[config.mk]
export PLATFORM = sky130hd
export DESIGN_NAME = uart_rx
export DESIGN_NICKNAME = d
export VERILOG_FILES = /design/src/rtl/uart_rx.sv
export SDC_FILE = /design/constraint.sdc
export NUM_CORES = 1
export LEC_CHECK = 0
export ABC_AREA = 1
export BUFFER_PORTS_ARGS = -buffer_cell sky130_fd_sc_hd__buf_2
export CELL_PAD_IN_SITES_DETAIL_PLACEMENT = 0
export CELL_PAD_IN_SITES_GLOBAL_PLACEMENT = 2
export CORE_ASPECT_RATIO = 1.25
export CORE_MARGIN = 2
export CORE_UTILIZATION = 34
export DETAILED_ROUTE_END_ITERATION = 8
export PLACE_DENSITY_LB_ADDON = 0.1
export SLEW_MARGIN = 15
export SYNTH_ARGS = -nofsm -noshare
export SYNTH_HDL_FRONTEND = slang
export SYNTH_SLANG_ARGS = --single-unit
[constraint.sdc]
create_clock -name i_clk -period 1.7 [get_ports i_clk]
set_input_delay 0.34 -clock i_clk [delete_from_list [all_inputs] [get_ports i_clk]]
set_output_delay 0.34 -clock i_clk [all_outputs]
set_load 0.02 [all_outputs]
[src/rtl/uart_rx.sv]
// Oversampling UART receiver: 16 ticks per bit, 2-flop input synchroniser,
// one-cycle write strobe for good frames and one-cycle pulse on framing error.
module uart_rx #(
  parameter int unsigned DBIT    = 8,
  parameter int unsigned SB_TICK = 16
) (
  input  logic            i_clk,
  input  logic            i_reset_n,
  input  logic            i_rx,
  input  logic            i_s_tick,
  output logic [DBIT-1:0] o_dout,
  output logic            o_rx_done_tick,
  output logic            o_frame_err,
  output logic            o_busy
);

  localparam int unsigned S_W = 6;
  localparam int unsigned N_W = 3;

  localparam logic [2:0] ST_IDLE  = 3'd0;
  localparam logic [2:0] ST_START = 3'd1;
  localparam logic [2:0] ST_DATA  = 3'd2;
  localparam logic [2:0] ST_STOP  = 3'd3;
  localparam logic [2:0] ST_BRK   = 3'd4;

  localparam logic [S_W-1:0] S_MID       = S_W'(7);
  localparam logic [S_W-1:0] S_BIT_LAST  = S_W'(15);
  localparam logic [S_W-1:0] S_STOP_LAST = S_W'(SB_TICK - 1);
  localparam logic [N_W-1:0] N_LAST      = N_W'(DBIT - 1);

  logic [1:0]      rx_sync;
  logic            rx_s;

  logic [2:0]      state, state_next;
  logic [S_W-1:0]  s_cnt, s_cnt_next;
  logic [N_W-1:0]  n_cnt, n_cnt_next;
  logic [DBIT-1:0] sr, sr_next;
  logic            done_next;
  logic            ferr_next;
  logic            busy_next;

  assign rx_s   = rx_sync[1];
  assign o_dout = sr;

  // Line synchroniser; resets to the idle level so reset never looks like a start bit
  always_ff @(posedge i_clk or negedge i_reset_n) begin
    if (!i_reset_n) begin
      rx_sync <= 2'b11;
    end else begin
      rx_sync <= {rx_sync[0], i_rx};
    end
  end

  always_ff @(posedge i_clk or negedge i_reset_n) begin
    if (!i_reset_n) begin
      state          <= ST_IDLE;
      s_cnt          <= '0;
      n_cnt          <= '0;
      sr             <= '0;
      o_rx_done_tick <= 1'b0;
      o_frame_err    <= 1'b0;
      o_busy         <= 1'b0;
    end else begin
      state          <= state_next;
      s_cnt          <= s_cnt_next;
      n_cnt          <= n_cnt_next;
      sr             <= sr_next;
      o_rx_done_tick <= done_next;
      o_frame_err    <= ferr_next;
      o_busy         <= busy_next;
    end
  end

  always_comb begin
    state_next = state;
    s_cnt_next = s_cnt;
    n_cnt_next = n_cnt;
    sr_next    = sr;
    done_next  = 1'b0;
    ferr_next  = 1'b0;

    case (state)
      ST_IDLE: begin
        if (!rx_s) begin
          s_cnt_next = '0;
          state_next = ST_START;
        end
      end

      ST_START: begin
        if (i_s_tick) begin
          if (s_cnt == S_MID) begin
            if (!rx_s) begin
              s_cnt_next = '0;
              n_cnt_next = '0;
              state_next = ST_DATA;
            end else begin
              state_next = ST_IDLE;
            end
          end else begin
            s_cnt_next = s_cnt + S_W'(1);
          end
        end
      end

      // Sample each data bit at its middle, one bit period after the previous sample
      ST_DATA: begin
        if (i_s_tick) begin
          if (s_cnt == S_BIT_LAST) begin
            s_cnt_next = '0;
            sr_next    = {rx_s, sr[DBIT-1:1]};
            if (n_cnt == N_LAST) begin
              state_next = ST_STOP;
            end else begin
              n_cnt_next = n_cnt + N_W'(1);
            end
          end else begin
            s_cnt_next = s_cnt + S_W'(1);
          end
        end
      end

      ST_STOP: begin
        if (i_s_tick) begin
          if (s_cnt == S_STOP_LAST) begin
            if (rx_s) begin
              done_next  = 1'b1;
              state_next = ST_IDLE;
            end else begin
              ferr_next  = 1'b1;
              state_next = ST_BRK;
            end
          end else begin
            s_cnt_next = s_cnt + S_W'(1);
          end
        end
      end

      // Held-low line after a bad stop bit must not be taken as a new start
      ST_BRK: begin
        if (rx_s) begin
          state_next = ST_IDLE;
        end
      end

      default: begin
        state_next = ST_IDLE;
      end
    endcase

    busy_next = (state_next != ST_IDLE);
  end

endmodule
==> impl_metrics.json, run 1 <==
{
  "r2r_start": "s_cnt[1]",
  "cts_buffer_depth": 2,
  "initial_core_util_pct": 34.7,
  "slew-limit-headroom_pct": 62.4,
  "nNetsFinal": 190,
  "dr.pass1.iters": 4,
  "leakage_uw": 0.000807,
  "holdBufCountCts": 0,
  "timing.rr.end": "o_dout[6]",
  "avgRoutedWirePerCell_microns": 11.5,
  "grt_use_total_pct": 13.1,
  "antenna_left": 0,
  "routed_wl_microns": 2740,
  "fmax_mhz": 662,
  "layout-drive-gt1-share_pct": 30.2,
  "synth_seq_cells": 25,
  "drc": 0,
  "htree_num_levels": 1,
  "p_total_uw": 1950,
  "grt_antenna_before_repair": 0,
  "num_vias": 1054,
  "synthArstFlopShare_pct": 100,
  "cts.clk_slew.worst_paths_ps": 90,
  "rsz0062_at_grt": "false",
  "clock-sinks": 25,
  "reg2reg_depth": 6,
  "min_path_type": "primary input to async pin",
  "rows": 26,
  "outcome": "finished, final reports clean",
  "multi_input_area_sq_um": 659,
  "start_kind": "register",
  "synthTopCellsByArea": "dfrtp_1, nand2_1, nor2_1",
  "fin_cells": 238,
  "regToRegSetupSlack_ps": 190,
  "cts-root-buf": "clkbuf_8",
  "grt_pass1_wl_microns": 4370,
  "die_w_microns": 61.2,
  "netlist_area_sq_mm": 0.00139,
  "antenna_cells": 0,
  "fin_setup_tns_ps": 0,
  "vias_per_cell": 4.43,
  "period_minus_slack_ps": 1510,
  "setup_viol": 0,
  "synth_top_area_share_pct": 41.4,
  "grt_pass1_vias": 972,
  "yosysUniqueCellTypes": 23,
  "synth_enable_flop_cells": 0,
  "post-dp-hpwl_microns": 2120,
  "syn_area_per_cell_sq_um": 8.42,
  "maxSlewViolCount": 0,
  "path_class": "register to register",
  "syn_to_final_growth_pct": 12.6,
  "clock_skew_ps": 3.06,
  "placedCellCount": 234,
  "drt-initial-drc-count": 41,
  "powerDensity_mw_per_mm2": 1240,
  "syn-num-nets": 172,
  "io-pin-count": 15,
  "tightest_slew_ps": 564,
  "grt_overflow": 0,
  "setup_slack_ps": 189,
  "final_core_util_pct": 39.1,
  "place_ws_ps": 186,
  "post_cts_buffers": 0,
  "path_max_fanout": 17,
  "grt_max_degree": 26,
  "portBuffers": 14,
  "cp_data_required_time_ps": 1870,
  "synth_flop_cell": "dfrtp_1",
  "yosysTopAreaCell": "dfrtp_1",
  "cp.arrival_ps": 1680,
  "die-area_sq_mm": 0.00462,
  "synth_cells": 165,
  "cts_buffers": 3,
  "final.period_utilization_pct": 88.9,
  "ctsResizeCount": 0,
  "yosysSeqAreaShare_pct": 45.2,
  "synthTopCellsByCount": "nand2_1, nor2_1, dfrtp_1",
  "hold_violations": 0,
  "cap_viol_max_count": 0,
  "die_h_microns": 75.5,
  "core_sq_mm": 0.00400,
  "ys_warn_count": 0,
  "gp_congestion": 0.766,
  "tritoncts": "yes",
  "n_fill_cell": 426,
  "seq_area_sq_um": 628,
  "cp-end-kind": "register",
  "clock_latency_ps": 270,
  "peakVddDrop_mv": 0.469,
  "yosysMostFrequentCell": "nand2_1"
}
kinds of logic after synthesis:
logic type               synth area share (%)
buffers and inverters                    7.30
adder cells (fa/ha/maj)                  2.70
AO/OA/AOI/OAI                            8.65
AND/OR/NAND/NOR                          34.9
XOR/XNOR                                 1.26
flip-flops                               45.2
stage by stage:
stage          hold WS, ps  cell area, sq um
3_5_place_dp           347              1520
6_report              45.4              1560
5_1_grt               82.7              1560
4_1_cts               75.5              1560
3_3_place_gp           346              1520
2_1_floorplan         44.4              1390
registers in the layout (all words and copies together), names as in the netlist:
| name | count |
|---|---|
| n_cnt | 3 |
| o_busy | 1 |
| o_dout | 8 |
| o_frame_err | 1 |
| o_rx_done_tick | 1 |
| rx_sync | 2 |
| s_cnt | 6 |
| state | 3 |
layer usage:
metal / wire length [microns] / part of all wire, % / global-route usage [%]
met4: 44 / 1.6 / 5.07
met3: 58 / 2.1 / 2.55
met5: 0 / 0 / 0
met2: 1400 / 51 / 22.8
met1: 1240 / 45 / 15.6
cells in the final DEF (no fill, tap or decap):
cell and n:
nand3_2 3, nand3_1 13, a21oi_2 5, dfrtp_1 23, nor3_1 2, xor2_1 2
nor2_8 1, nand3b_1 3, a21oi_1 2, nor2_4 2, nand2_2 7, ha_1 3
inv_2 8, o21ai_2 7, dfstp_2 2, buf_2 14, inv_1 15, clkinv_2 1
clkinv_1 1, nand3_4 2, o21ai_1 1, clkbuf_8 3, nand2_1 35, nand4_1 1
nor2_1 26
worst max-delay path, stage by stage (launching register included):
cell and delay [ps]:
dfrtp_1 400, ha_1 260, nand3_4 140, nor2_8 140
nand3_4 220, nor2_1 200, a21oi_2 40
cell type report:
class	count	area share (%)
Multi-Input combinational cell	115	42.2
Sequential cell	25	40.2
Inverter	24	5.76
Timing Repair Buffer	14	4.48
Tap cell	56	4.48
Clock buffer	3	2.64
Clock inverter	1	0.320
power by group:
group | switching (uW) | internal [uW] | leakage (uW) | total (uW)
logic | 509 | 266 | 0.000475 | 775
clock network | 197 | 164 | 0.0000255 | 361
registers | 116 | 695 | 0.000306 | 811
worst max-delay path by stage:
stage	end	startpoint
4_1_cts	o_dout[6]	s_cnt[1]
2_1_floorplan	o_dout[7]	s_cnt[0]
5_1_grt	o_busy	s_cnt[0]
6_report	o_dout[6]	s_cnt[1]
3_3_place_gp	o_dout[6]	s_cnt[1]
3_5_place_dp	o_dout[6]	s_cnt[1]
(Power assumes the default switching activity.)
==> run 2, diff against run 1 <==
--- a/config.mk
+++ b/config.mk
@@ -11,9 +11,9 @@
 export CELL_PAD_IN_SITES_GLOBAL_PLACEMENT = 2
 export CORE_ASPECT_RATIO = 1.25
 export CORE_MARGIN = 2
-export CORE_UTILIZATION = 34
+export CORE_UTILIZATION = 37
 export DETAILED_ROUTE_END_ITERATION = 8
-export PLACE_DENSITY_LB_ADDON = 0.1
+export PLACE_DENSITY_LB_ADDON = 0.15
 export SLEW_MARGIN = 15
 export SYNTH_ARGS = -nofsm -noshare
 export SYNTH_HDL_FRONTEND = slang
==> constraint.sdc (replaced) <==
create_clock -name i_clk -period 1.95 [get_ports i_clk]
set_input_delay 0.39 -clock i_clk [delete_from_list [all_inputs] [get_ports i_clk]]
set_output_delay 0.39 -clock i_clk [all_outputs]
set_load 0.02 [all_outputs]
==> run 2 against run 1 <==
The flow now finishes with violations (design-rule violations). Count of clock-buffer cells in the layout unchanged. Clock skew fell by 1.1 ps. Die area is 7.6% lower. Maximum frequency grew 2.2%. Sequential power down 13%. Core utilization grew 4.5 points. Critical path depth did not move. Sequential share of layout area up 0.55 points. Clock power shrank 14%. Global-route usage grew 1.1 points. First-iteration DRC count rose by 27%. Cell count is 7.1% lower. Largest cell class unchanged.
==> impl_metrics.json, run 2 (same netlist as run 1, synthesis figures left out) <==
{
  "power.share.switching_pct": 41.8,
  "gp_congestion": 0.755,
  "cts_buffer_depth": 2,
  "setup_slack_ps": 472,
  "path_max_fanout": 17,
  "grt_overflow": 0,
  "grt_use_total_pct": 14.2,
  "io-pin-count": 15,
  "avgRoutedWirePerCell_microns": 11.6,
  "tightest_slew_ps": 557,
  "leakage_uw": 0.000807,
  "post_cts_buffers": 0,
  "clock_latency_ps": 270,
  "htree_num_levels": 1,
  "internal-power_uw": 980,
  "start_kind": "register",
  "largest_register_ffs": 8,
  "slowest_stage": "dfrtp_1",
  "routed_wl_microns": 2560,
  "tritoncts": "yes",
  "final_common_cell": "nand2_1",
  "post-dp-hpwl_microns": 2020,
  "grt_pass1_wl_microns": 4680,
  "peakVddDrop_mv": 0.399,
  "final.period_utilization_pct": 75.8,
  "drc": 4,
  "cts-root-buf": "clkbuf_8",
  "fin_setup_tns_ps": 0,
  "grt_antenna_before_repair": 0,
  "powerDensity_mw_per_mm2": 1090,
  "path_class": "register to register",
  "maxSlewViolCount": 0,
  "min_path_type": "primary input to async pin",
  "setup_viol": 0,
  "syn_to_final_growth_pct": 11.1,
  "layout-drive-gt1-share_pct": 30.2,
  "clock-sinks": 25,
  "clock_skew_ps": 1.98,
  "clock_power_share_pct": 18.4,
  "core_sq_mm": 0.00354,
  "vias_per_cell": 4.89,
  "place_ws_ps": 454,
  "cp_cell_sequence": "ha_1, nand3_4, nor2_8, nand3_4, nor2_1, a21oi_2",
  "combinationalPowerShare_pct": 39.8,
  "num_vias": 1081,
  "fmax_mhz": 676,
  "cts.clk_slew.worst_paths_ps": 90,
  "period_minus_slack_ps": 1480,
  "antenna_cells": 0,
  "die_w_microns": 58.8,
  "outcome": "finished with violations",
  "die-area_sq_mm": 0.00426,
  "final_cell_mix": "nand2_1, nor2_1, dfrtp_1",
  "cap_viol_max_count": 0,
  "portBuffers": 14,
  "holdBufCountCts": 0,
  "cp_data_required_time_ps": 2110,
  "rsz0062_at_grt": "false",
  "dr.pass1.iters": 6,
  "crit_path_max_incr_delay_ps": 390,
  "hold_ws_ps": 101,
  "switching_power_uw": 703,
  "ctsResizeCount": 0,
  "initial_core_util_pct": 39.2,
  "violations": "design-rule violations",
  "grt_max_degree": 26,
  "rows": 24,
  "slew-limit-headroom_pct": 62.8,
  "power_frac_seq_pct": 41.8,
  "hold_violations": 0,
  "cp-end-kind": "register",
  "cts_buffers": 3,
  "drt-initial-drc-count": 52,
  "nNetsFinal": 190,
  "antenna_left": 0,
  "cpMostUsedCell": "nand3_4",
  "grt_pass1_vias": 1071,
  "die_h_microns": 72.5,
  "cp.arrival_ps": 1640
}
[run 2: cell counts in the layout (fill, tap and decap cells not counted)]
No cell type changed its count.
[run 2: area by class of cell]
cell class / count / area, sq um
timing repair buffer: 14 / 70.1
fill: 382 / 2000
clock buffer: 3 / 41.3
multi-input combinational: 115 / 659
clock inverter: 1 / 5.00
inverter: 24 / 90.1
tap: 39 / 48.8
sequential: 25 / 628
[run 2: metrics by stage]
stage	utilization, %	total power, uW	std cells	instance area, sq um
after floorplan	-	1240	165	1390
after global placement	42.2	1390	217	1500
after detailed placement	42.2	1390	217	1500
after CTS	43.5	1710	221	1540
after global routing	43.5	1830	221	1540
final	43.5	1680	221	1540
[run 2: path summary, 6_finish.rpt]
kind / startpoint / to / slack (ps) / cells past startpoint
min reg2reg: rx_sync[0] / rx_sync[1] / 360 / 0
max in group asynchronous: i_reset_n / rx_sync[1] / 1480 / 1
min: i_reset_n / o_dout[6] / 100 / 1
max: s_cnt[0] / o_dout[2] / 470 / 6
min in group i_clk: i_rx / rx_sync[0] / 210 / 1
max reg2reg: s_cnt[0] / o_dout[2] / 470 / 6
[run 2: per-layer routing]
metal | wire length (microns) | global-route usage (%)
met3 | 67 | 2.14
met1 | 1130 | 16.6
met5 | 0 | 0
met4 | 31 | 5.30
met2 | 1330 | 25.6
[run 2: power by group through the flow]
stage	registers [uW]	logic, uW	clock network (uW)
after floorplan	710	531	0
after global placement	713	677	0
after detailed placement	712	680	0
after CTS	703	682	330
after global routing	719	765	349
final	703	670	309
[run 2: worst max-delay path: cells and delay by family, from the launching register on]
kind,cells,cell delay (ps)
flops,1,390
simple gates,4,690
compound gates,1,40
fa+ha+maj,1,250
